--- src/rtl/cvxif_offload_pkg.sv ---
// Shared types and defaults for the CV-X-IF offload controller.
// Pure declarations: no latency, no backpressure.
// Consumed by cvxif_offload_ctrl and cvxif_id_tracker.
package cvxif_offload_pkg;

    localparam int unsigned DEF_XLEN           = 32;
    localparam int unsigned DEF_NR_IDS         = 4;
    localparam int unsigned DEF_TRANS_ID_BITS  = 3;
    localparam int unsigned DEF_TIMEOUT_CYCLES = 64;

    localparam logic [4:0] EXC_NONE    = 5'd0;
    localparam logic [4:0] EXC_ILLEGAL = 5'd2;

    typedef enum logic {
        IDLE  = 1'b0,
        ISSUE = 1'b1
    } state_e;

    typedef struct packed {
        logic                         busy;
        logic [DEF_TRANS_ID_BITS-1:0] trans_id;
    } id_entry_t;

endpackage

--- src/rtl/cvxif_id_tracker.sv ---
// Outstanding-id bookkeeping: busy bitmap, tag store, rotating next-free-id search.
// Latency: lookups are combinational; alloc/free/flush take effect at the next edge.
// Backpressure: none internally; has_free_o tells the issuer when ids are exhausted.
module cvxif_id_tracker
    import cvxif_offload_pkg::*;
#(
    parameter  int unsigned NrIds = DEF_NR_IDS,
    localparam int unsigned IdW   = $clog2(NrIds)
) (
    input  logic                         clk_i,
    input  logic                         rst_ni,
    input  logic                         flush_i,
    input  logic                         alloc_i,
    input  logic [IdW-1:0]               alloc_id_i,
    input  logic [DEF_TRANS_ID_BITS-1:0] alloc_tag_i,
    input  logic                         free_i,
    input  logic [IdW-1:0]               free_id_i,
    output id_entry_t                    free_entry_o,
    output logic                         free_stale_o,
    output logic                         has_free_o,
    output logic [IdW-1:0]               next_id_o
);

    logic [NrIds-1:0]             busy_q, busy_d;
    logic [NrIds-1:0]             stale_q, stale_d;
    logic [DEF_TRANS_ID_BITS-1:0] tag_q [NrIds];
    logic [DEF_TRANS_ID_BITS-1:0] tag_d [NrIds];
    logic [IdW-1:0]               cnt_q, cnt_d;
    logic [IdW-1:0]               cand;

    assign free_entry_o = '{busy: busy_q[free_id_i], trans_id: tag_q[free_id_i]};
    assign free_stale_o = stale_q[free_id_i];

    // Stale ids were in flight at a flush; their late result is swallowed silently.
    always_comb begin
        busy_d  = busy_q;
        stale_d = stale_q;
        tag_d   = tag_q;
        cnt_d   = cnt_q;
        if (flush_i) begin
            stale_d = stale_q | busy_q;
            busy_d  = '0;
            cnt_d   = '0;
        end else begin
            if (free_i) begin
                busy_d[free_id_i]  = 1'b0;
                stale_d[free_id_i] = 1'b0;
            end
            if (alloc_i) begin
                busy_d[alloc_id_i]  = 1'b1;
                stale_d[alloc_id_i] = 1'b0;
                tag_d[alloc_id_i]   = alloc_tag_i;
                cnt_d               = alloc_id_i + IdW'(1);
            end
        end
    end

    // Descending scan so the closest free id after the counter wins.
    always_comb begin
        next_id_o  = cnt_q;
        has_free_o = 1'b0;
        cand       = '0;
        for (int k = NrIds - 1; k >= 0; k--) begin
            cand = cnt_q + IdW'(k);
            if (!busy_q[cand]) begin
                next_id_o  = cand;
                has_free_o = 1'b1;
            end
        end
    end

    always_ff @(posedge clk_i or negedge rst_ni) begin
        if (!rst_ni) begin
            busy_q  <= '0;
            stale_q <= '0;
            cnt_q   <= '0;
            for (int i = 0; i < NrIds; i++) tag_q[i] <= '0;
        end else begin
            busy_q  <= busy_d;
            stale_q <= stale_d;
            cnt_q   <= cnt_d;
            tag_q   <= tag_d;
        end
    end

endmodule

--- src/rtl/cvxif_offload_ctrl.sv ---
// Core-side CV-X-IF initiator: one issue at a time, commit, result/exception writeback.
// Latency: commit same cycle as issue handshake; writeback one cycle after response/result.
// Backpressure: instr_ready_o low without a free id; result_ready low during local wb. Macro: CVXIF_ISSUE_TIMEOUT_EN.
module cvxif_offload_ctrl
    import cvxif_offload_pkg::*;
#(
    parameter  int unsigned XLEN          = DEF_XLEN,
    parameter  int unsigned NrIds         = DEF_NR_IDS,
    parameter  int unsigned TransIdBits   = DEF_TRANS_ID_BITS,
    parameter  int unsigned TimeoutCycles = DEF_TIMEOUT_CYCLES,
    localparam int unsigned IdW           = $clog2(NrIds)
) (
    input  logic                   clk_i,
    input  logic                   rst_ni,
    input  logic                   flush_i,
    input  logic                   instr_valid_i,
    output logic                   instr_ready_o,
    input  logic [31:0]            instr_i,
    input  logic [XLEN-1:0]        rs1_i,
    input  logic [XLEN-1:0]        rs2_i,
    input  logic [TransIdBits-1:0] trans_id_i,
    output logic                   x_issue_valid_o,
    input  logic                   x_issue_ready_i,
    output logic [31:0]            x_issue_instr_o,
    output logic [2*XLEN-1:0]      x_issue_rs_o,
    output logic [IdW-1:0]         x_issue_id_o,
    input  logic                   x_accept_i,
    input  logic                   x_writeback_i,
    output logic                   x_commit_valid_o,
    output logic [IdW-1:0]         x_commit_id_o,
    output logic                   x_commit_kill_o,
    input  logic                   x_result_valid_i,
    output logic                   x_result_ready_o,
    input  logic [IdW-1:0]         x_result_id_i,
    input  logic [XLEN-1:0]        x_result_data_i,
    output logic                   wb_valid_o,
    output logic [TransIdBits-1:0] wb_trans_id_o,
    output logic [XLEN-1:0]        wb_data_o,
    output logic                   wb_ex_valid_o,
    output logic                   id_err_o
);

    state_e                 state_q, state_d;
    logic [31:0]            instr_q, instr_d;
    logic [XLEN-1:0]        rs1_q, rs1_d, rs2_q, rs2_d;
    logic [TransIdBits-1:0] tag_q, tag_d;
    logic [IdW-1:0]         id_q, id_d;
    logic                   wb_vld_q, wb_vld_d, local_q, local_d;
    logic                   skid_vld_q, skid_vld_d, id_err_q, id_err_d;
    logic [4:0]             cause_q, cause_d;
    logic [TransIdBits-1:0] wb_tag_q, wb_tag_d, skid_tag_q, skid_tag_d;
    logic [XLEN-1:0]        wb_dat_q, wb_dat_d, skid_dat_q, skid_dat_d;

    logic        out_en, in_issue, issue_hs, res_hs, alloc, local_now, timeout, has_free;
    logic        res_stale;
    logic [IdW-1:0] next_id;
    id_entry_t   res_entry;

    assign out_en    = rst_ni & ~flush_i;
    assign in_issue  = (state_q == ISSUE);
    assign issue_hs  = in_issue & x_issue_ready_i & ~flush_i;
    assign alloc     = issue_hs & x_accept_i & x_writeback_i;
    assign local_now = (issue_hs & ~(x_accept_i & x_writeback_i)) | timeout;

    assign x_result_ready_o = out_en & ~local_q;
    assign res_hs           = x_result_valid_i & x_result_ready_o;

`ifdef CVXIF_ISSUE_TIMEOUT_EN
    localparam int unsigned ToW = (TimeoutCycles > 1) ? $clog2(TimeoutCycles) : 1;
    logic [ToW-1:0] to_cnt_q, to_cnt_d;

    assign timeout = in_issue & ~x_issue_ready_i & ~flush_i
                   & (to_cnt_q == ToW'(TimeoutCycles - 1));

    always_comb begin
        to_cnt_d = '0;
        if (in_issue && !x_issue_ready_i && !timeout && !flush_i) to_cnt_d = to_cnt_q + ToW'(1);
    end

    always_ff @(posedge clk_i or negedge rst_ni) begin
        if (!rst_ni) to_cnt_q <= '0;
        else         to_cnt_q <= to_cnt_d;
    end
`else
    logic unused_timeout;
    assign timeout        = 1'b0;
    assign unused_timeout = (TimeoutCycles == 0);
`endif

    cvxif_id_tracker #(.NrIds(NrIds)) u_id_tracker (
        .clk_i        (clk_i),
        .rst_ni       (rst_ni),
        .flush_i      (flush_i),
        .alloc_i      (alloc),
        .alloc_id_i   (id_q),
        .alloc_tag_i  (tag_q),
        .free_i       (res_hs),
        .free_id_i    (x_result_id_i),
        .free_entry_o (res_entry),
        .free_stale_o (res_stale),
        .has_free_o   (has_free),
        .next_id_o    (next_id)
    );

    always_comb begin
        state_d         = state_q;
        instr_d         = instr_q;
        rs1_d           = rs1_q;
        rs2_d           = rs2_q;
        tag_d           = tag_q;
        id_d            = id_q;
        instr_ready_o   = 1'b0;
        x_issue_valid_o = 1'b0;
        case (state_q)
            IDLE: begin
                instr_ready_o = out_en & has_free;
                if (instr_valid_i && instr_ready_o) begin
                    instr_d = instr_i;
                    rs1_d   = rs1_i;
                    rs2_d   = rs2_i;
                    tag_d   = trans_id_i;
                    id_d    = next_id;
                    state_d = ISSUE;
                end
            end
            ISSUE: begin
                x_issue_valid_o = out_en;
                if (issue_hs || timeout) state_d = IDLE;
            end
            default: state_d = IDLE;
        endcase
        if (flush_i) begin
            state_d = IDLE;
            instr_d = '0;
            rs1_d   = '0;
            rs2_d   = '0;
            tag_d   = '0;
            id_d    = '0;
        end
    end

    assign x_issue_instr_o  = out_en ? instr_q : '0;
    assign x_issue_rs_o     = out_en ? {rs2_q, rs1_q} : '0;
    assign x_issue_id_o     = out_en ? id_q : '0;
    assign x_commit_kill_o  = rst_ni & flush_i & in_issue;
    assign x_commit_valid_o = (issue_hs & x_accept_i) | x_commit_kill_o;
    assign x_commit_id_o    = x_commit_valid_o ? id_q : '0;

    // A result colliding with a local wb parks in the skid and drains the next cycle.
    always_comb begin
        wb_vld_d   = 1'b0;
        local_d    = 1'b0;
        cause_d    = EXC_NONE;
        wb_tag_d   = '0;
        wb_dat_d   = '0;
        skid_vld_d = skid_vld_q;
        skid_tag_d = skid_tag_q;
        skid_dat_d = skid_dat_q;
        id_err_d   = res_hs & ~res_entry.busy & ~res_stale;
        if (local_now) begin
            wb_vld_d = 1'b1;
            local_d  = 1'b1;
            wb_tag_d = tag_q;
            if (!(x_accept_i && !timeout)) begin
                cause_d  = EXC_ILLEGAL;
                wb_dat_d = XLEN'(instr_q);
            end
            if (res_hs && res_entry.busy) begin
                skid_vld_d = 1'b1;
                skid_tag_d = res_entry.trans_id;
                skid_dat_d = x_result_data_i;
            end
        end else if (skid_vld_q) begin
            wb_vld_d   = 1'b1;
            wb_tag_d   = skid_tag_q;
            wb_dat_d   = skid_dat_q;
            skid_vld_d = 1'b0;
        end else if (res_hs && res_entry.busy) begin
            wb_vld_d = 1'b1;
            wb_tag_d = res_entry.trans_id;
            wb_dat_d = x_result_data_i;
        end
        if (flush_i) begin
            wb_vld_d   = 1'b0;
            local_d    = 1'b0;
            cause_d    = EXC_NONE;
            wb_tag_d   = '0;
            wb_dat_d   = '0;
            skid_vld_d = 1'b0;
            skid_tag_d = '0;
            skid_dat_d = '0;
            id_err_d   = 1'b0;
        end
    end

    assign wb_valid_o    = out_en & wb_vld_q;
    assign wb_ex_valid_o = out_en & wb_vld_q & (cause_q == EXC_ILLEGAL);
    assign wb_trans_id_o = out_en ? wb_tag_q : '0;
    assign wb_data_o     = out_en ? wb_dat_q : '0;
    assign id_err_o      = out_en & id_err_q;

    always_ff @(posedge clk_i or negedge rst_ni) begin
        if (!rst_ni) begin
            state_q    <= IDLE;
            instr_q    <= '0;
            rs1_q      <= '0;
            rs2_q      <= '0;
            tag_q      <= '0;
            id_q       <= '0;
            wb_vld_q   <= 1'b0;
            local_q    <= 1'b0;
            cause_q    <= EXC_NONE;
            wb_tag_q   <= '0;
            wb_dat_q   <= '0;
            skid_vld_q <= 1'b0;
            skid_tag_q <= '0;
            skid_dat_q <= '0;
            id_err_q   <= 1'b0;
        end else begin
            state_q    <= state_d;
            instr_q    <= instr_d;
            rs1_q      <= rs1_d;
            rs2_q      <= rs2_d;
            tag_q      <= tag_d;
            id_q       <= id_d;
            wb_vld_q   <= wb_vld_d;
            local_q    <= local_d;
            cause_q    <= cause_d;
            wb_tag_q   <= wb_tag_d;
            wb_dat_q   <= wb_dat_d;
            skid_vld_q <= skid_vld_d;
            skid_tag_q <= skid_tag_d;
            skid_dat_q <= skid_dat_d;
            id_err_q   <= id_err_d;
        end
    end

endmodule
--- config.mk ---
export PLATFORM = sky130hd
export DESIGN_NAME = cvxif_offload_ctrl
export DESIGN_NICKNAME = d
export VERILOG_FILES = /design/src/rtl/cvxif_offload_pkg.sv /design/src/rtl/cvxif_id_tracker.sv /design/src/rtl/cvxif_offload_ctrl.sv
export SDC_FILE = /design/constraint.sdc
export NUM_CORES = 1
export LEC_CHECK = 0
export ABC_CLOCK_PERIOD_IN_PS = 2000
export CAP_MARGIN = 20
export CORE_MARGIN = 2
export CORE_UTILIZATION = 42
export DETAILED_ROUTE_END_ITERATION = 16
export PLACE_DENSITY = 0.71
export SYNTH_ARGS = -nofsm -noshare
export SYNTH_HDL_FRONTEND = slang
export SYNTH_SLANG_ARGS = --single-unit
--- constraint.sdc ---
create_clock -name clk_i -period 2 [get_ports clk_i]
set_input_delay 0.4 -clock clk_i [delete_from_list [all_inputs] [get_ports clk_i]]
set_output_delay 0.4 -clock clk_i [all_outputs]
set_load 0.03 [all_outputs]
==> results of run 1 <==
[how the worst max path moves through the flow]
stage,startpoint,end,cells after the start
after floorplan,rst_ni,wb_data_o[0],5
final,in_issue$_DFF_PN0_,x_commit_kill_o,3
after global routing,in_issue$_DFF_PN0_,x_commit_kill_o,3
after global placement,x_result_id_i[1],skid_dat_q[12]$_DFFE_PN0P_,6
after CTS,x_accept_i,x_commit_id_o[1],5
after detailed placement,x_result_id_i[1],skid_tag_q[2]$_DFFE_PN0P_,6
[kinds of logic (layout without fill, tap and decap cells)]
kind of cell / after synthesis / after routing / share of synthesized area [%]
AO/OA/AOI/OAI: 231 / 231 / 15.8
buffers and inverters: 83 / 363 / 4.81
multiplexers: 17 / 17 / 2.64
flip-flops: 199 / 199 / 50.8
adder cells (fa/ha/maj): 4 / 4 / 0.511
AND/OR/NAND/NOR: 458 / 458 / 25.4
[critical path, stage by stage (launching register included)]
cell and delay, ns:
dfrtp_1 0.56, buf_4 0.21, and3_1 0.16, buf_4 0.16
[timing repair]
item | CTS | global route
endpoints found under the setup margin | 3 | 4
hold buffers | 1 | 0
gates resized for setup | 2 | 3
hold endpoints to repair | 1 | 0
[sequential cells by signal, indices dropped and copies added (netlist names), 4 cells and up]
signal                flops
u_id_tracker.busy_q       4
u_id_tracker.stale_q      4
rs1_q                    32
skid_dat_q               32
rs2_q                    32
instr_q                  32
wb_dat_q                 32
u_id_tracker.tag_q       12
[routing by layer]
layer / share of wire (%) / up-vias / GRT usage (%)
li1: - / 3816 / -
met1: 43 / 3774 / 28.4
met2: 47 / 227 / 34.0
met3: 7.2 / 28 / 6.37
met4: 1.9 / 0 / 6.55
met5: 0 / - / 0
[report_power, final]
part | leakage, nW | switching (W) | total (W) | internal, W
Clock | 0.297 | 0.00167 | 0.00357 | 0.00190
Combinational | 3.41 | 0.000451 | 0.000914 | 0.000463
Sequential | 2.72 | 0.0000793 | 0.00421 | 0.00413
[cell usage in the layout, fill, tap and decap left out, drive strengths merged, types with 2 or more instances in the layout]
cell / Yosys / final
a21o: 37 / 37
a21oi: 4 / 4
a22o: 35 / 35
a311oi: 3 / 3
and2: 136 / 136
and3: 5 / 5
buf: 29 / 185
bufinv: 0 / 2
clkbuf: 48 / 18
clkdlybuf4s50: 0 / 136
clkinv: 0 / 3
dfrtp: 199 / 199
ha: 4 / 4
inv: 6 / 15
mux2: 12 / 12
mux4: 5 / 5
nand2: 146 / 146
nand2b: 138 / 138
nand3: 7 / 7
nand3b: 4 / 4
nor2: 9 / 9
nor2b: 2 / 2
nor3: 3 / 3
nor3b: 3 / 3
o21ai: 146 / 146
o22ai: 2 / 2
[final cells by class]
cell class,instances,area (µm²)
fill,2007,9410
sequential,199,4980
multi-input combinational,710,4380
timing repair buffer,325,2990
clock buffer,17,425
tap,313,392
clock inverter,15,181
inverter,6,22.5
[stage by stage]
stage / std cells / total power, W / cell area, µm² / utilization (%)
5_1_grt: 1585 / 0.00908 / 13400 / 58.7
6_report: 1585 / 0.00869 / 13400 / 58.7
4_1_cts: 1585 / 0.00879 / 13400 / 58.6
3_3_place_gp: 1552 / 0.00520 / 12700 / 55.9
2_1_floorplan: 992 / 0.00462 / 9800 / -
3_5_place_dp: 1552 / 0.00521 / 12700 / 55.9
==> impl_metrics.env, run 1 <==
export IMPL_outcome="finished, final reports clean"
export IMPL_drv_slew=0
export IMPL_synth_ff_type="dfrtp_1"
export IMPL_netlist_area_mm2=0.00980
export IMPL_cts_buffer_depth=2
export IMPL_yosys_top_cells_count="199 x dfrtp_1, 146 x nand2_1, 138 x nand2b_1"
export IMPL_clkSinkCount=199
export IMPL_regToRegStartpoint="u_id_tracker.busy_q[3]$_DFF_PN0_"
export IMPL_num_vias=7845
export IMPL_ys_seq_elements=199
export IMPL_drtPass1Iterations=4
export IMPL_die_area_mm2=0.0246
export IMPL_cp_arrival_ns=1.51
export IMPL_grt_usage_pct=21.5
export IMPL_setup_viol=0
export IMPL_setup_ws_ns=0.0881
export IMPL_post_cts_setup_buffers=0
export IMPL_synth_warnings=0
export IMPL_clk_pin_slew_worst_paths_ns=0.07
export IMPL_start_util_pct=43.0
export IMPL_regToRegSetupSlack_ns=0.24
export IMPL_r2r_cells=4
export IMPL_p_leak_nw=6.42
export IMPL_h_tree_depth=4
export IMPL_detailedRoute_firstIterationViolations=343
export IMPL_drtAntennaViolNets=0
export IMPL_max_freq_mhz=523
export IMPL_critPathRequiredTime_ns=1.60
export IMPL_std_cell_rows=55
export IMPL_async_reset_ff_share_pct=100
export IMPL_fin_skew_ns=0.0152
export IMPL_ys_types=40
export IMPL_netlist_area_leader_share_pct=50.8
export IMPL_insertion_delay_ns=0.43
export IMPL_cap_violations=0
export IMPL_path_max_fanout=8
export IMPL_post_place_ws_ns=-0.218
export IMPL_totalWireLength_um=25900
export IMPL_min_path_type="input pin to async pin"
export IMPL_timing_hold_ws_ns=0.151
export IMPL_die_x_um=157
export IMPL_core_area_mm2=0.0228
export IMPL_cts_root_buffer="clkbuf_16"
export IMPL_grt_pass1_vias=7767
export IMPL_grt_pass1_wl_um=41600
export IMPL_end_kind="primary output"
export IMPL_syn_to_final_growth_pct=36.4
export IMPL_synthCells=992
export IMPL_cts_buffers=17
export IMPL_rsz0062_at_grt="false"
export IMPL_tightestPinTransition_ns=0.960
export IMPL_drive_gt1_share_pct=21.6
export IMPL_hpwl_um=18200
export IMPL_finalCriticalPeriod_ns=1.91
export IMPL_period_share_pct=95.6
export IMPL_seq_area_frac_synth_pct=50.8
export IMPL_cts_tree="yes"
export IMPL_startpoint_type="flip-flop"
export IMPL_synth_edf_count=0
export IMPL_gp_congestion=0.782
export IMPL_synth_area_leaders="dfrtp_1 51%, nand2b_1 8.8%, and2_1 8.7%, o21ai_0 5.7%, nand2_1 5.6%"
export IMPL_grt_ovfl_total=0
export IMPL_vdd_ir_drop_max_mv=0.605
export IMPL_maxSlewHeadroom_pct=36.0
export IMPL_port_buffers=283
export IMPL_yosysTopAreaCell="dfrtp_1"
export IMPL_drc=0
export IMPL_syn_area_per_cell_um2=9.88
export IMPL_pin_count=284
export IMPL_via_per_inst=4.95
export IMPL_fin_nets=1404
export IMPL_die_h_um=157
export IMPL_r2r_end="wb_dat_q[20]$_DFF_PN0_"
export IMPL_synth_nets=1137
export IMPL_path_class="flip-flop to primary output"
export IMPL_synth_most_common_cell="dfrtp_1"
export IMPL_fin_setup_tns_ns=0
export IMPL_finalHoldViolations=0
export IMPL_antenna_cells=0
export IMPL_power_density_mw_per_mm2=650
export IMPL_antenna_found_initial=0
export IMPL_wire_per_inst_um=16.4
export IMPL_grt_start_max_net_pins=104
Power figures use the tool's default switching activity.
==> run 2, diff against run 1 <==
--- a/config.mk
+++ b/config.mk
@@ -12,2 +12,3 @@
 export DETAILED_ROUTE_END_ITERATION = 16
+export GPL_TIMING_DRIVEN = 1
 export PLACE_DENSITY = 0.71
==> constraint.sdc (replaced) <==
create_clock -name clk_i -period 2 [get_ports clk_i]
set_input_delay 0.3 -clock clk_i [delete_from_list [all_inputs] [get_ports clk_i]]
set_output_delay 0.3 -clock clk_i [all_outputs]
set_load 0.03 [all_outputs]
==> run 2 against run 1 <==
  * The flow now finishes with violations (negative hold slack)
  * Sequential share of layout area up 0.31 points
  * Worst setup slack better by 0.020 ns
  * Clock power down 6%
  * Final area down 0.82%
  * Count of clock-buffer cells in the layout unchanged
  * Worst hold slack worse by 0.16 ns
  * Largest cell class unchanged
  * Non-clock buffer count down 9
  * Power down 2.4%
  * Die area unchanged
  * Utilization down 0.48 points
==> impl_metrics.env, run 2 (same netlist as run 1, synthesis figures left out) <==
export IMPL_outcome="complete, but fails checks"
export IMPL_violations="negative hold slack"
export IMPL_finalCriticalPeriod_ns=1.89
export IMPL_totalWireLength_um=25900
export IMPL_grt_usage_pct=21.4
export IMPL_mostFrequentLayoutCells="199 x dfrtp_1, 162 x buf_4, 146 x nand2_1"
export IMPL_crit_chain="clkdlybuf4s50_1 -> nand2_1 -> o21ai_0 -> and3_1 -> buf_4"
export IMPL_design_area_mm2=0.0133
export IMPL_antenna_found_initial=0
export IMPL_postCtsHoldBufs=0
export IMPL_p_leak_nw=6.36
export IMPL_critPathMaxStageDelay_ns=0.56
export IMPL_num_vias=7813
export IMPL_cts_resized=0
export IMPL_critPathRequiredTime_ns=1.70
export IMPL_hpwl_um=17900
export IMPL_grt_busiest_layer="met2"
export IMPL_clkSinkCount=199
export IMPL_startpoint_type="input pin"
export IMPL_h_tree_depth=4
export IMPL_regToRegSetupSlack_ns=0.20
export IMPL_setup_viol=0
export IMPL_num_fill_cells=1998
export IMPL_use_met3_pct=6.78
export IMPL_die_area_mm2=0.0246
export IMPL_start_util_pct=43.0
export IMPL_grt_ovfl_total=0
export IMPL_cap_violations=0
export IMPL_place_area_mm2=0.0127
export IMPL_power_w=0.00848
export IMPL_period_share_pct=94.6
export IMPL_fin_nets=1395
export IMPL_grt_pass1_wl_um=41500
export IMPL_p_sw_w=0.00222
export IMPL_port_buffers=283
export IMPL_core_area_mm2=0.0228
export IMPL_cp_arrival_ns=1.59
export IMPL_drc=0
export IMPL_grt_start_max_net_pins=105
export IMPL_worst_path_max_delay_cell="clkdlybuf4s50_1"
export IMPL_vdd_ir_drop_max_mv=0.461
export IMPL_power_density_mw_per_mm2=640
export IMPL_end_kind="primary output"
export IMPL_path_class="input pin to primary output"
export IMPL_insertion_delay_ns=0.44
export IMPL_post_cts_setup_buffers=0
export IMPL_p_comb_share_pct=10.7
export IMPL_max_freq_mhz=528
export IMPL_cts_root_buffer="clkbuf_16"
export IMPL_cts_buffer_depth=2
export IMPL_met2_usage_pct=33.7
export IMPL_pin_count=284
export IMPL_clk_pin_slew_worst_paths_ns=0.07
export IMPL_drtPass1Iterations=4
export IMPL_drtAntennaViolNets=0
export IMPL_path_max_fanout=4
export IMPL_drive_gt1_share_pct=21.0
export IMPL_syn_to_final_growth_pct=35.3
export IMPL_tightestPinTransition_ns=0.666
export IMPL_met1_usage_pct=27.8
export IMPL_std_cell_rows=55
export IMPL_die_h_um=157
export IMPL_maxSlewHeadroom_pct=55.6
export IMPL_die_x_um=157
export IMPL_cts_buffers=17
export IMPL_timing_hold_ws_ns=-0.00550
export IMPL_sequentialPowerShare_pct=49.6
export IMPL_min_path_type="input pin to async pin"
export IMPL_drv_slew=0
export IMPL_cts_tree="yes"
export IMPL_cp_top_family="buffers and inverters"
export IMPL_swShare_pct=26.2
export IMPL_final_common_cell="dfrtp_1"
export IMPL_critPathBufInv=2
export IMPL_detailedRoute_firstIterationViolations=436
export IMPL_via_per_inst=4.95
export IMPL_gp_congestion=0.817
export IMPL_p_int_w=0.00626
export IMPL_wire_per_inst_um=16.4
export IMPL_fin_skew_ns=0.0129
export IMPL_fin_setup_tns_ns=0
export IMPL_rsz0062_at_grt="false"
export IMPL_grt_pass1_vias=7883
export IMPL_finalHoldViolations=5
export IMPL_p_clk_share_pct=39.7
==> run 2: cell types whose count changed in the layout (fill, tap and decap cells not counted), sizes merged, moves of 2 or more <==
| cell | delta |
|---|---|
| clkdlybuf4s50 | +2 |
| bufinv | -2 |
| clkinv | +4 |
| buf | -8 |
==> run 2: path summary, 6_finish.rpt <==
check	cells past startpoint	to	from
setup / recovery	5	x_commit_id_o[1]	x_issue_ready_i
min in group clk_i	2	in_issue$_DFF_PN0_	flush_i
setup reg to reg	4	wb_dat_q[27]$_DFF_PN0_	u_id_tracker.busy_q[3]$_DFF_PN0_
hold / removal	2	u_id_tracker.cnt_q[1]$_DFFE_PN0P_	rst_ni
max in group asynchronous	2	skid_dat_q[20]$_DFFE_PN0P_	rst_ni
hold reg to reg	1	u_id_tracker.tag_q[9]$_DFFE_PN0P_	u_id_tracker.tag_q[9]$_DFFE_PN0P_
==> run 2: metrics by stage <==
stage                     std cells  util (%)  worst slack [ns]  hold slack, ns
after global routing           1576      58.2            0.0545          0.0305
after CTS                      1576      58.2             0.116          0.0160
after floorplan                 992         -             0.134         0.00441
after detailed placement       1544      55.6            -0.128           0.484
after global placement         1544      55.6           -0.0926           0.481
final                          1577      58.2             0.108        -0.00550
==> run 2: cell type report <==
class | count | area [µm²] | area share (%)
Tap cell | 313 | 392 | 2.95
Inverter | 6 | 22.5 | 0.170
Clock buffer | 17 | 425 | 3.21
Antenna cell | 1 | 2.50 | 0.0189
Sequential cell | 199 | 4980 | 37.6
Multi-Input combinational cell | 710 | 4370 | 33.0
Timing Repair Buffer | 316 | 2910 | 22.0
Clock inverter | 15 | 153 | 1.15
==> run 2: power groups by stage <==
stage	Clock, W	Combinational, W	Sequential (W)
global placement	0	0.000916	0.00428
finish	0.00337	0.000908	0.00421
CTS	0.00346	0.000923	0.00421
floorplan	0	0.000363	0.00426
global route	0.00364	0.000995	0.00422
detailed placement	0	0.000920	0.00428
==> run 2: routing by layer <==
layer / part of all wire [%] / vias to the layer above
met4: 2.0 / 0
li1: - / 3805
met3: 8.1 / 33
met5: 0 / -
met1: 44 / 3723
met2: 46 / 252
